## src/rtl/pulse_gate_ctrl.sv

```systemverilog
// Gated pulse-count measurement controller: clears an external counter, enables it for a
// selectable gate length, then captures its value. Optional macro PULSE_GATE_OVF_EN adds cnt_ovf_in saturation.
module pulse_gate_ctrl #(
    parameter logic [31:0] GATE_0 = 32'd200_000_000,
    parameter logic [31:0] GATE_1 = 32'd100_000_000,
    parameter logic [31:0] GATE_2 = 32'd20_000_000,
    parameter logic [31:0] GATE_3 = 32'd2_000_000
) (
    input  logic       clk_in,
    input  logic       rst_n_in,
    input  logic       start_in,
    input  logic       stop_in,
    input  logic       cont_in,
    input  logic [1:0] gate_sel_in,
    input  logic [7:0] cnt_val_in,
`ifdef PULSE_GATE_OVF_EN
    input  logic       cnt_ovf_in,
`endif
    output logic       cnt_clr_out,
    output logic       cnt_en_out,
    output logic [7:0] result_out,
    output logic       result_valid_out,
    input  logic       result_ready_in,
    output logic       busy_out,
    output logic       overrun_out
);

    typedef enum logic [1:0] {
        ST_IDLE    = 2'd0,
        ST_CLEAR   = 2'd1,
        ST_GATE    = 2'd2,
        ST_CAPTURE = 2'd3
    } state_t;

    state_t      r_state;
    state_t      w_next;
    logic [31:0] r_timer;
    logic [31:0] r_gate_len;
    logic        r_cont;
    logic        r_cnt_clr;
    logic        r_cnt_en;
    logic        r_busy;
    logic        r_valid;
    logic        r_overrun;
    logic [7:0]  r_result;
    logic [7:0]  w_capt_val;
    logic        w_capture;
    logic        w_idle_to_clear;

    // A zero-length gate still opens for one cycle so every measurement captures.
    function automatic logic [31:0] gate_len_f(input logic [1:0] sel);
        logic [31:0] n;
        case (sel)
            2'd0:    n = GATE_0;
            2'd1:    n = GATE_1;
            2'd2:    n = GATE_2;
            2'd3:    n = GATE_3;
            default: n = GATE_0;
        endcase
        if (n == 32'd0) begin
            gate_len_f = 32'd1;
        end else begin
            gate_len_f = n;
        end
    endfunction

    // Next-state decode; stop_in always has priority over start_in.
    always_comb begin
        w_next = r_state;
        case (r_state)
            ST_IDLE: begin
                if (start_in && !stop_in) begin
                    w_next = ST_CLEAR;
                end else begin
                    w_next = ST_IDLE;
                end
            end
            ST_CLEAR: begin
                if (stop_in) begin
                    w_next = ST_IDLE;
                end else begin
                    w_next = ST_GATE;
                end
            end
            ST_GATE: begin
                if (stop_in) begin
                    w_next = ST_IDLE;
                end else if (r_timer >= (r_gate_len - 32'd1)) begin
                    w_next = ST_CAPTURE;
                end else begin
                    w_next = ST_GATE;
                end
            end
            ST_CAPTURE: begin
                if (r_cont && !stop_in) begin
                    w_next = ST_CLEAR;
                end else begin
                    w_next = ST_IDLE;
                end
            end
            default: w_next = ST_IDLE;
        endcase
    end

    assign w_capture       = (r_state == ST_CAPTURE);
    assign w_idle_to_clear = (r_state == ST_IDLE) && (w_next == ST_CLEAR);

`ifdef PULSE_GATE_OVF_EN
    logic r_ovf_seen;

    // Remember any counter overflow seen during the current gate.
    always_ff @(posedge clk_in or negedge rst_n_in) begin
        if (!rst_n_in) begin
            r_ovf_seen <= 1'b0;
        end else if (r_state == ST_CLEAR) begin
            r_ovf_seen <= 1'b0;
        end else if ((r_state == ST_GATE) && cnt_ovf_in) begin
            r_ovf_seen <= 1'b1;
        end else begin
            r_ovf_seen <= r_ovf_seen;
        end
    end

    assign w_capt_val = r_ovf_seen ? 8'hFF : cnt_val_in;
`else
    assign w_capt_val = cnt_val_in;
`endif

    // State, gate timer and registered control outputs derived from the next state.
    always_ff @(posedge clk_in or negedge rst_n_in) begin
        if (!rst_n_in) begin
            r_state    <= ST_IDLE;
            r_timer    <= 32'd0;
            r_gate_len <= 32'd1;
            r_cont     <= 1'b0;
            r_cnt_clr  <= 1'b0;
            r_cnt_en   <= 1'b0;
            r_busy     <= 1'b0;
        end else begin
            r_state   <= w_next;
            r_cnt_clr <= (w_next == ST_CLEAR);
            r_cnt_en  <= (w_next == ST_GATE);
            r_busy    <= (w_next != ST_IDLE);
            if (r_state == ST_GATE) begin
                r_timer <= r_timer + 32'd1;
            end else begin
                r_timer <= 32'd0;
            end
            if (r_state == ST_CLEAR) begin
                r_gate_len <= gate_len_f(gate_sel_in);
            end else begin
                r_gate_len <= r_gate_len;
            end
            if (stop_in) begin
                r_cont <= 1'b0;
            end else if (w_idle_to_clear) begin
                r_cont <= cont_in;
            end else begin
                r_cont <= r_cont;
            end
        end
    end

    // Result register with valid/ready handshake and sticky overrun.
    always_ff @(posedge clk_in or negedge rst_n_in) begin
        if (!rst_n_in) begin
            r_result  <= 8'h00;
            r_valid   <= 1'b0;
            r_overrun <= 1'b0;
        end else if (w_capture) begin
            r_result <= w_capt_val;
            r_valid  <= 1'b1;
            if (r_valid && !result_ready_in) begin
                r_overrun <= 1'b1;
            end else begin
                r_overrun <= r_overrun;
            end
        end else begin
            r_result <= r_result;
            if (r_valid && result_ready_in) begin
                r_valid <= 1'b0;
            end else begin
                r_valid <= r_valid;
            end
            if (w_idle_to_clear) begin
                r_overrun <= 1'b0;
            end else begin
                r_overrun <= r_overrun;
            end
        end
    end

    assign cnt_clr_out      = r_cnt_clr;
    assign cnt_en_out       = r_cnt_en;
    assign busy_out         = r_busy;
    assign result_out       = r_result;
    assign result_valid_out = r_valid;
    assign overrun_out      = r_overrun;

endmodule

```

## config.mk

```make
export PLATFORM = sky130hd
export DESIGN_NAME = pulse_gate_ctrl
export DESIGN_NICKNAME = d
export VERILOG_FILES = /design/src/rtl/pulse_gate_ctrl.sv
export SDC_FILE = /design/constraint.sdc
export NUM_CORES = 1
export LEC_CHECK = 0
export ABC_AREA = 1
export BUFFER_PORTS_ARGS = -buffer_cell sky130_fd_sc_hd__buf_2
export CAP_MARGIN = 15
export CORE_AREA = 2 2 132 134
export CTS_BUF_LIST = sky130_fd_sc_hd__clkbuf_8 sky130_fd_sc_hd__clkbuf_16
export DETAILED_ROUTE_END_ITERATION = 10
export DIE_AREA = 0 0 134 136
export SLEW_MARGIN = 20
export SYNTH_ARGS = -nofsm -noshare
export SYNTH_HDL_FRONTEND = slang
export SYNTH_SLANG_ARGS = --single-unit
```

## constraint.sdc

```tcl
create_clock -name clk_in -period 4.9 [get_ports clk_in]
set_clock_uncertainty 0.15 [all_clocks]
set_input_delay 0.49 -clock clk_in [delete_from_list [all_inputs] [get_ports clk_in]]
set_output_delay 0.49 -clock clk_in [all_outputs]
set_load 0.05 [all_outputs]
```

# --- Word level (Yosys, flattened, before mapping) ---
# Cells that the tools add are included.
word_totals:
  regBits: 80
  elab_cells: 54
  in_bits: 16
  output_inout_bits: 13
classes:
  reduce_logical: 15
  eq_ne: 9
  order_cmp: 1
  n_mux: 17
  add_sub_neg: 2
op_table:
  columns: ["operator", "n"]
  rows:
  - ["$pmux 32 s4", 1]
  - ["$mux 32", 3]
  - ["$add 32x1->32 const B", 1]
  - ["$ge 32x32->1", 1]
  - ["$logic_not 32->1", 1]
  - ["$sub 32x1->32 const B", 1]
  - ["$eq 2x2->1 const B", 5]
  - ["$mux 1", 10]
  - ["$pmux 2 s4", 1]
  - ["$reduce_bool 2->1", 4]
  - ["$eq 2x1->1 const B", 3]
  - ["$logic_and 1x1->1", 5]
  - ["$logic_not 2->1", 2]
  - ["$mux 2", 2]
  - ["$logic_not 1->1", 2]
  - ["$ne 2x1->1 const B", 1]
  - ["$reduce_and 2->1", 1]

# --- Depth between registers and ports, before layout ---
# Gate-level depths: netlist of run 1.
logic_depth:
  word_depth: 9
  depth_mapped: 21
  mapped_depth_nobuf: 21

# --- Least setup slack after synthesis of run 1 ---
# Ideal clock, no wire load.
synth_path:
  path_kind: "reg2reg"
  from: "register r_gate_len[0]"
  to: "register r_cnt_en, in the netlist cnt_en_out"
  stages_incl_launch_ff: 21
  required_time_ns: 4.635
  arrival_ns: 2.172
  setup_ns: 0.115
  n_path_buf: 0
  period_less_slack_ns: 2.437
  setup_slack_ns: 2.463
  cell_sequence: "dfstp_2 > inv_2 > nand3_2 > nor2_2 > inv_2 > nor2_8 > nand4_4 > nor2_4 > nand2_2 > nand2_1 > inv_1 > ha_1 > nand2_1 > nor2_1 > nand2_1 > nor4_1 > nand2_1 > nand2_1 > nand2_1 > nand2_1 > nor2_1"
synth_via:
  elab_chain_len: 6
synth_rtl:
  columns: ["item", "line", "source"]
  rows:
  - ["start: declaration", "38", "logic [31:0] r_gate_len;"]
  - ["start signal: assignment", "150", "r_gate_len <= gate_len_f(gate_sel_in);"]
  - ["start signal: assignment", "152", "r_gate_len <= r_gate_len;"]
  - ["$sub 32x1->32", "88", "end else if (r_timer >= (r_gate_len - 32'd1)) begin"]
  - ["$ge 32x32->1", "88", null]
  - ["$mux 1", "88", null]
  - ["$mux 2", "86", "if (stop_in) begin"]
  - ["$pmux 2 s4", "70", "case (r_state)"]
  - ["named net w_next[0]", "36", "state_t w_next;"]
  - ["$eq 2x2->1", "142", "r_cnt_en <= (w_next == ST_GATE);"]
  - ["end signal: assignment", "142", null]
  - ["end: declaration", "41", "logic r_cnt_en;"]
# The timed path passes the listed nets, and every way through them passes these cells.
# A chain may end at the register's enable or synchronous reset.

# --- Worst setup path in the final report of run 1 ---
layout_path:
  from: "register r_gate_len[13]"
  to: "register r_cnt_en, in the netlist cnt_en_out"
# The elaborated chain is that of the path after synthesis.

==> results of run 1 <==
logic make-up (layout without fill, tap and decap cells):
logic type,after synthesis,in the layout
xor+xnor,28,28
simple gates,263,263
compound gates,50,50
buf+inv,77,115
fa+ha+maj,45,45
flops,61,61
critical path, stage by stage (launching register included):
cell and delay [ns]:
dfrtp_1 0.43, inv_2 0.09, nand3_2 0.08, nor2_2 0.12
inv_2 0.08, nor2_8 0.12, nand4_4 0.12, nor2_4 0.16
nand2_2 0.08, nand2_1 0.06, inv_1 0.04, ha_1 0.28
nand2_1 0.07, nor2_1 0.10, nand2_1 0.07, nor4_1 0.18
nand2_1 0.08, nand2_1 0.08, nand2_1 0.08, nand2_1 0.09
nor2_1 0.05
state kept, by name, indices dropped and copies added (netlist names):
register          count
r_timer              32
cnt_en_out            1
overrun_out           1
r_gate_len           13
r_cont                1
result_valid_out      1
result_out            8
busy_out              1
cnt_clr_out           1
r_state               2
synth_stat cells, drive strengths merged:
library cell  count
dfrtp            60
o21a              3
inv              69
o211ai            3
nor2             73
dfstp             1
ha               45
a31oi             1
a21oi            22
nand3            12
clkbuf            3
nor4              4
xor2             18
a21o              2
nand4            12
nor3             25
nand3b            1
nand2           136
clkinv            1
xnor2            10
buf               4
o22ai             2
o21ai            17
cell type report:
type                            count  share of cell area, %
Multi-Input combinational cell    386                   47.8
Sequential cell                    61                   31.8
Tap cell                          225                   5.86
Inverter                           70                   5.47
Clock buffer                       10                   4.98
Timing Repair Buffer               29                   3.07
Clock inverter                      6                   1.02
through the flow:
step | worst slack [ns] | instances | util [%]
2_1_floorplan | 2.46 | 524 | -
3_3_place_gp | 2.24 | 771 | 26.8
3_5_place_dp | 2.19 | 771 | 26.8
4_1_cts | 2.17 | 787 | 28.5
5_1_grt | 1.87 | 787 | 28.5
6_report | 2.20 | 787 | 28.5
routing by layer:
metal,track usage (%),wire (um),vias up
li1,-,-,1751
met1,13.9,4540,1488
met2,18.2,4180,50
met3,2.72,306,17
met4,3.96,194,0
met5,0,0,-
power by group:
group          internal, mW  total, mW  switching [mW]
clock                 0.398      0.614           0.216
combinational        0.0854      0.275           0.190
sequential            0.539      0.570          0.0314
total                  1.02       1.46           0.437
cell usage in the layout (no fill, tap or decap):
master,n
nand2_1,132
nor2_1,63
inv_1,61
dfrtp_1,60
ha_1,45
buf_2,28
a21oi_1,22
xor2_1,18
nor3_1,17
o21ai_0,15
inv_2,13
nand4_1,11
nand3_1,11
xnor2_1,10
clkbuf_16,9
nor3_2,8
nor2_2,6
nand2_2,4
o21a_1,3
o211ai_1,3
nor2_4,3
nor4_2,2
nor4_1,2
o21ai_1,2
o22ai_1,2
a21o_1,2
nand3_2,1
nor2_8,1
nand4_4,1
a31oi_1,1
clkinv_1,1
nand3b_1,1
bufinv_16,1
clkbuf_8,1
buf_4,1
dfstp_2,1
worst max path at each step:
stage / start / endpoint / depth (start not counted)
2_1_floorplan: r_gate_len[0] / cnt_en_out / 20
3_3_place_gp: r_gate_len[0] / cnt_en_out / 18
3_5_place_dp: r_gate_len[0] / cnt_en_out / 20
4_1_cts: r_gate_len[0] / cnt_en_out / 20
5_1_grt: r_gate_len[13] / cnt_en_out / 20
6_report: r_gate_len[13] / cnt_en_out / 20
==> flow_summary.toml, run 1 <==
[cts]
clk_pin_slew_ns = 0.05
cts_hold_buf = 0
cts-root-buf = "clkbuf_16"
post_cts_resized = 0
cts_buffer_depth = 2
htreeDepth = 3
cts_tree = "done"
cts.sinks = 61
cts_buffers = 9
clkLatencyLatePin_ns = 0.33
postCtsSetupBuffers = 0

[die]
ioPinCount = 29
core_area_sq_um = 16900
die_x_um = 134
die_h_um = 136
start_util_pct = 24.4
dieArea_sq_um = 18200
placementRows = 48

[synthesis]
synth_xor_xnor_area_share_pct = 5.96
synth_area_sq_um = 4120
ys_seq_area_share_pct = 37.1
yosys_warnings = 0
netlist-cell-type-count = 34
yosys-top-cells-area = "dfrtp_1 36%, ha_1 14%, nand2_1 12%"
yosys.area_share.simple_pct = 29.5
synth_seq_cells = 61
synth_top_area_cell = "dfrtp_1"
syn_nets = 585
synth.avg_cell_area_sq_um = 7.85
synthAdderAreaFrac_pct = 13.7
synth_compound_area_share_pct = 6.66
synth_top_family_by_area = "simple AND/OR/NAND/NOR gates"
synth_cells = 524
muxShareOfSynthArea_pct = 0
yosysTopAreaCellShare_pct = 36.5

[routing]
via_per_inst = 4.20
wl_um = 9220
vias = 3306
drc_errors = 0
drt_first_pass_iters = 4
wire_per_inst_um = 11.7
antenna_left = 0
initialDrtViolationCount = 126

[critical_path]
reg2reg_depth = 20
r2r_start = "r_gate_len[13]"
crit_path_end_kind = "flip-flop"
critPathArrivalTime_ns = 2.77
r2r-end = "cnt_en_out"
start_kind = "flip-flop"
critPathMaxFanout = 5
path_class = "reg -> reg"
required_ns = 4.97
r2r_setup_slack_ns = 2.20

[global_routing]
grt_pass1_wl_um = 15900
antenna_found_initial = 0
overflow = 0
grt_max_degree = 62
grt_pass1_vias = 3420
grtUsageTotal_pct = 11.0

[timing]
fin_tns_setup_ns = 0
hold_viol_final = 0
maxSlewViolCount = 0
rsz0062_at_grt = "false"
holdWs_ns = 0.180
layout_min_cycle_time_ns = 2.70
max_freq_mhz = 370
setup_viol_count_final = 0
worst_slew_pin_slew_ns = 0.819
period_share_pct = 55.2
relSlewSlack_pct = 45.1

[place]
port_buffers = 28
hpwl_um = 7210
place_area_sq_um = 4520
place.gp.congestion = 0.840

[final_layout]
final-seq-area_sq_um = 1530
num_antenna_cells = 0
final_cell_area_sq_um = 4800
nets = 618
multiInputGateArea_sq_um = 2300
fillCellCount = 1796
layout-drive-gt1-share_pct = 14.2
syn_to_final_growth_pct = 16.7

[flow_run]
maxCapViolCount = 0

[min_path]
hold_path.class = "in -> async"

[power]
p_leak_nw = 2.24
power.density_nw_per_um2 = 304
finalPower_mw = 1.46
ir_worst_vdd_mv = 0.170

[outcome]
status = "complete, no violations"
(Power assumes the default switching activity.)
==> run 2, diff against run 1 <==
==> constraint.sdc (replaced) <==
create_clock -name clk_in -period 2.7 [get_ports clk_in]
set_clock_uncertainty 0.15 [all_clocks]
set_input_delay 0.27 -clock clk_in [delete_from_list [all_inputs] [get_ports clk_in]]
set_output_delay 0.27 -clock clk_in [all_outputs]
set_load 0.05 [all_outputs]
==> run 2 against run 1 <==
Against the previous run: the run now ends with setup timing left; clock power is 69% higher; first-iteration DRC count increased by 63%; flip-flop and latch count did not move; cell count increased by 2.7%; largest power group unchanged.
==> flow_summary.toml, run 2 (synthesis results as in run 1) <==
[final_layout]
final_common_cell = "nand2_1"
nets = 641
num_antenna_cells = 0
utilization_pct = 30.2
top_register = "r_timer"
layout-drive-gt1-share_pct = 18.4
fillCellCount = 1773
largest_reg_flops = 32
layout_common_cells = "130 x nand2_1, 60 x nor2_1, 60 x dfrtp_1"
syn_to_final_growth_pct = 23.7
final_cell_area_sq_um = 5090

[critical_path]
endpoint = "cnt_en_out"
crit_path_end_kind = "flip-flop"
required_ns = 2.77
r2r_setup_slack_ns = -0.01
path_class = "reg -> reg"
setup.worst_path.start = "r_gate_len[13]"
r2r_start = "r_gate_len[13]"
start_kind = "flip-flop"
r2r-end = "cnt_en_out"
cp_top_family = "simple AND/OR/NAND/NOR gates"
reg2reg_depth = 19
crit_slowest_cell = "dfrtp_1"
crit_chain = "inv_2, nand3_4, nor2_4, inv_2, nor2_8, nand4_4, nor2_4, nand2_2, buf_6, ha_4, nand2_2, nor2_2, nand2_1, nor4_1, nand2_1, nand2_1, nand2_1, nand2_1, nor2_1"
cp_num_cells = 19
critical-path-max-stage-delay_ns = 0.39
crit_path_frequent_cell = "nand2_1"
critPathMaxFanout = 5
critPathArrivalTime_ns = 2.79
crit_buf_inv = 3

[die]
die_x_um = 134
die_h_um = 136
ioPinCount = 29
start_util_pct = 24.4
core_area_sq_um = 16900
placementRows = 48
dieArea_sq_um = 18200

[flow_run]
maxCapViolCount = 0

[global_routing]
grt_pass1_wl_um = 16200
grtUsageTotal_pct = 11.2
grt_pass1_vias = 3286
grt_max_degree = 33
overflow = 0
antenna_found_initial = 0

[min_path]
hold_path.class = "in -> reg"

[routing]
wire_per_inst_um = 12.0
drt_first_pass_iters = 5
via_per_inst = 4.24
drc_errors = 0
wl_um = 9710
antenna_left = 0
vias = 3424
initialDrtViolationCount = 206

[timing]
maxSlewViolCount = 0
rsz0062_at_grt = "true"
setup_viol_count_final = 1
worst_slew_pin_slew_ns = 0.465
max_freq_mhz = 368
holdWs_ns = 0.0629
period_share_pct = 101
setup_slack_ns = -0.0147
hold_viol_final = 0
layout_min_cycle_time_ns = 2.71
relSlewSlack_pct = 69.0

[place]
place_ws_ns = 0.0626
place.gp.congestion = 0.845
port_buffers = 28
hpwl_um = 7400
place_area_sq_um = 4560

[power]
p_leak_nw = 2.33
power.density_nw_per_um2 = 525
ir_worst_vdd_mv = 0.422

[cts]
htreeDepth = 3
cts_tree = "done"
cts.sinks = 61
cts-root-buf = "clkbuf_16"
cts_buffer_depth = 2
clk_pin_slew_ns = 0.05
clkLatencyLatePin_ns = 0.33
cts_buffers = 9

[outcome]
status = "complete, but fails checks"
failed_checks = "setup timing"
[run 2: changes by cell type in the layout (fill, tap and decap cells not counted), sizes merged]
cell         previous run  this run
dlygate4sd3             0        10
buf                    29        42
clkbuf                 10        11
clkinv                  1         3
bufinv                  1         0
inv                    74        70
[run 2: report_power, final]
group	switching [mW]	internal [mW]	total [mW]
Sequential	0.0465	0.978	1.02
Clock	0.384	0.652	1.04
Combinational	0.394	0.215	0.610
[run 2: repair_timing]
action / CTS / global route
hold buffers: 10 / 0
resized for setup: 0 / 17
endpoints found under the setup margin: 0 / 3
hold endpoints to repair: 21 / 0
buffers inserted: 0 / 7
[run 2: worst register-to-register path, stage by stage (launching register included)]
cell and delay, ns:
dfrtp_1 0.39, inv_2 0.08, nand3_4 0.08, nor2_4 0.12, inv_2 0.07, nor2_8 0.13, nand4_4 0.11, nor2_4 0.19
nand2_2 0.09, buf_6 0.13, ha_4 0.25, nand2_2 0.05, nor2_2 0.12, nand2_1 0.08, nor4_1 0.21, nand2_1 0.08
nand2_1 0.08, nand2_1 0.07, nand2_1 0.08, nor2_1 0.05
[run 2: worst min-delay path by stage]
stage / start / end / slack (ns) / depth (start not counted)
2_1_floorplan: rst_n_in / busy_out / -0.18 / 0
3_3_place_gp: rst_n_in / cnt_en_out / 0.04 / 1
3_5_place_dp: rst_n_in / cnt_en_out / 0.04 / 1
4_1_cts: cont_in / r_cont / 0.05 / 3
5_1_grt: stop_in / r_cont / 0.09 / 4
6_report: cont_in / r_cont / 0.06 / 3
[run 2: area by class of cell]
type | instances | area (sq um) | share of cell area [%]
flip-flops and latches | 61 | 1530 | 30.0
repair buffers | 52 | 349 | 6.86
clock inverters | 3 | 13.8 | 0.270
well taps | 225 | 282 | 5.53
inverters | 70 | 265 | 5.21
multi-input cells | 386 | 2400 | 47.1
clock buffers | 11 | 253 | 4.97
[run 2: metal layers]
metal,wire length (um),track usage (%),vias up
met5,0,0,-
met4,129,3.49,0
met3,422,2.54,11
met2,4400,17.9,65
met1,4770,15.0,1549
li1,-,-,1799
[run 2: per-stage QoR]
| step | power (mW) | TNS, ns | instances |
|---|---|---|---|
| 5_1_grt | 2.82 | -0.555 | 808 |
| 3_3_place_gp | 1.56 | 0 | 777 |
| 2_1_floorplan | 1.42 | 0 | 524 |
| 3_5_place_dp | 1.57 | 0 | 777 |
| 6_report | 2.67 | -0.0147 | 808 |
| 4_1_cts | 2.63 | 0 | 801 |
==> run 3, diff against run 2 <==
--- a/config.mk
+++ b/config.mk
@@ -8,10 +8,11 @@
 export ABC_AREA = 1
 export BUFFER_PORTS_ARGS = -buffer_cell sky130_fd_sc_hd__buf_2
 export CAP_MARGIN = 15
-export CORE_AREA = 2 2 132 134
+export CORE_AREA = 2 2 105 107
 export CTS_BUF_LIST = sky130_fd_sc_hd__clkbuf_8 sky130_fd_sc_hd__clkbuf_16
 export DETAILED_ROUTE_END_ITERATION = 10
-export DIE_AREA = 0 0 134 136
+export DIE_AREA = 0 0 107 109
+export MAX_ROUTING_LAYER = met4
 export SLEW_MARGIN = 20
 export SYNTH_ARGS = -nofsm -noshare
 export SYNTH_HDL_FRONTEND = slang
==> run 3 against run 2 <==
Against the previous run: the run now ends clean; die area down 36%; sequential share of layout area is 1.6 points higher; non-clock buffer count is 3 lower; critical path depth is 1 higher; worst hold slack worse by 0.040 ns; worst setup slack gained 0.080 ns; cell count is 11% lower; maximum frequency is 3.0% higher; flip-flop and latch count did not move; sequential power about the same; largest power group is now sequential cells.
==> flow_summary.toml, run 3 (synthesis results as in run 1) <==
[routing]
via_per_inst = 4.73
vias = 3413
wl_um = 9560
initialDrtViolationCount = 168
drt_first_pass_iters = 4
antenna_left = 0
wire_per_inst_um = 13.2
drc_errors = 0

[timing]
layout_min_cycle_time_ns = 2.64
hold_viol_final = 0
worst_slew_pin_slew_ns = 0.418
fin_tns_setup_ns = 0
maxSlewViolCount = 0
max_freq_mhz = 379
setup_viol_count_final = 0
rsz0062_at_grt = "true"
relSlewSlack_pct = 72.1
period_share_pct = 97.6

[die]
dieArea_sq_um = 11700
die_x_um = 107
core_area_sq_um = 10600
start_util_pct = 38.8
die_h_um = 109
placementRows = 38
ioPinCount = 29

[cts]
htreeDepth = 3
cts_tree = "done"
clk_pin_slew_ns = 0.07
cts.sinks = 61
cts_buffers = 9
clkLatencyLatePin_ns = 0.36
cts-root-buf = "clkbuf_8"
cts_buffer_depth = 2

[flow_run]
maxCapViolCount = 0

[critical_path]
required_ns = 2.80
crit_chain = "inv_2, nand3_4, nor2_4, inv_2, nor2_8, nand4_4, nor2_4, nand2_2, nand2_1, inv_1, ha_4, nand2_1, nor2_1, nand2_1, nor4_1, nand2_1, nand2_1, nand2_1, nand2_1, nor2_1"
cp_top_family = "simple AND/OR/NAND/NOR gates"
critPathArrivalTime_ns = 2.73
start_kind = "flip-flop"
crit_buf_inv = 3
critical-path-max-stage-delay_ns = 0.39
crit_path_frequent_cell = "nand2_1"
setup.worst_path.start = "r_gate_len[13]"
crit_path_end_kind = "flip-flop"
path_class = "reg -> reg"
crit_slowest_cell = "dfrtp_1"
r2r_start = "r_gate_len[13]"
critPathMaxFanout = 5

[final_layout]
syn_to_final_growth_pct = 17.3
final_common_cell = "nand2_1"
largest_reg_flops = 32
layout-drive-gt1-share_pct = 16.8
top_register = "r_timer"
fillCellCount = 1059
num_antenna_cells = 0
nets = 638
layout_common_cells = "131 x nand2_1, 63 x nor2_1, 60 x dfrtp_1"

[global_routing]
overflow = 0
grt_pass1_wl_um = 15900
grt_pass1_vias = 3287
grtUsageTotal_pct = 18.1
grt_max_degree = 30
antenna_found_initial = 0

[place]
port_buffers = 28
place.gp.congestion = 0.900
hpwl_um = 7440

[power]
power.density_nw_per_um2 = 493
ir_worst_vdd_mv = 0.365
p_leak_nw = 2.28
finalPower_mw = 2.38

[min_path]
hold_path.class = "in -> reg"
hp-start = "cont_in"

[outcome]
status = "complete, no violations"
-- run 3: worst min-delay path, delay by kind of cell --
| family | cells | cell delay (ns) |
|---|---|---|
| AOI/OAI and AO/OA | 1 | 0.07 |
| and+or+nand+nor | 1 | 0.08 |
| buffers and inverters | 1 | 0.07 |
-- run 3: final timing paths --
check,to,slack [ns],depth (start not counted)
max,cnt_en_out,0.06,20
min,r_cont,0.02,3
max reg2reg,cnt_en_out,0.06,20
min reg2reg,result_out[0],0.32,2
max in group asynchronous,r_gate_len[0],1.50,3
min in group asynchronous,r_timer[5],0.19,2
-- run 3: what timing repair did --
action,4_1_cts,5_1_grt
buffers inserted,0,3
resized for setup,0,9
hold buffers,10,0
endpoints found under the setup margin,0,3
endpoints found under the hold margin,21,0
-- run 3: report_power, final --
part / total (mW) / internal [mW] / switching (mW)
clock network: 0.785 / 0.424 / 0.361
logic: 0.572 / 0.197 / 0.375
registers: 1.02 / 0.976 / 0.0460
-- run 3: routing by layer --
layer / track usage (%) / wire (um)
met4: 5.57 / 180
met5: - / 0
met3: 3.77 / 329
met2: 29.3 / 4450
met1: 22.9 / 4600
-- run 3: stage by stage --
step	util, %	area [sq um]	hold slack [ns]	std cells	worst slack, ns
3_5_place_dp	42.1	4460	0.0363	693	0.0585
5_1_grt	45.5	4830	0.0642	722	-0.146
3_3_place_gp	42.1	4460	0.0410	693	0.0961
2_1_floorplan	-	4120	-0.176	524	0.263
6_report	45.5	4830	0.0231	722	0.0649
4_1_cts	44.8	4750	0.0108	719	0.0487
-- run 3: area by class of cell --
type                            instances  area, sq um  share of cell area (%)
Multi-Input combinational cell        386         2350                    48.6
Sequential cell                        61         1530                    31.7
Timing Repair Buffer                   49          323                    6.69
Inverter                               70          263                    5.44
Clock buffer                           13          179                    3.71
Tap cell                              140          175                    3.63
Clock inverter                          3         11.3                   0.233
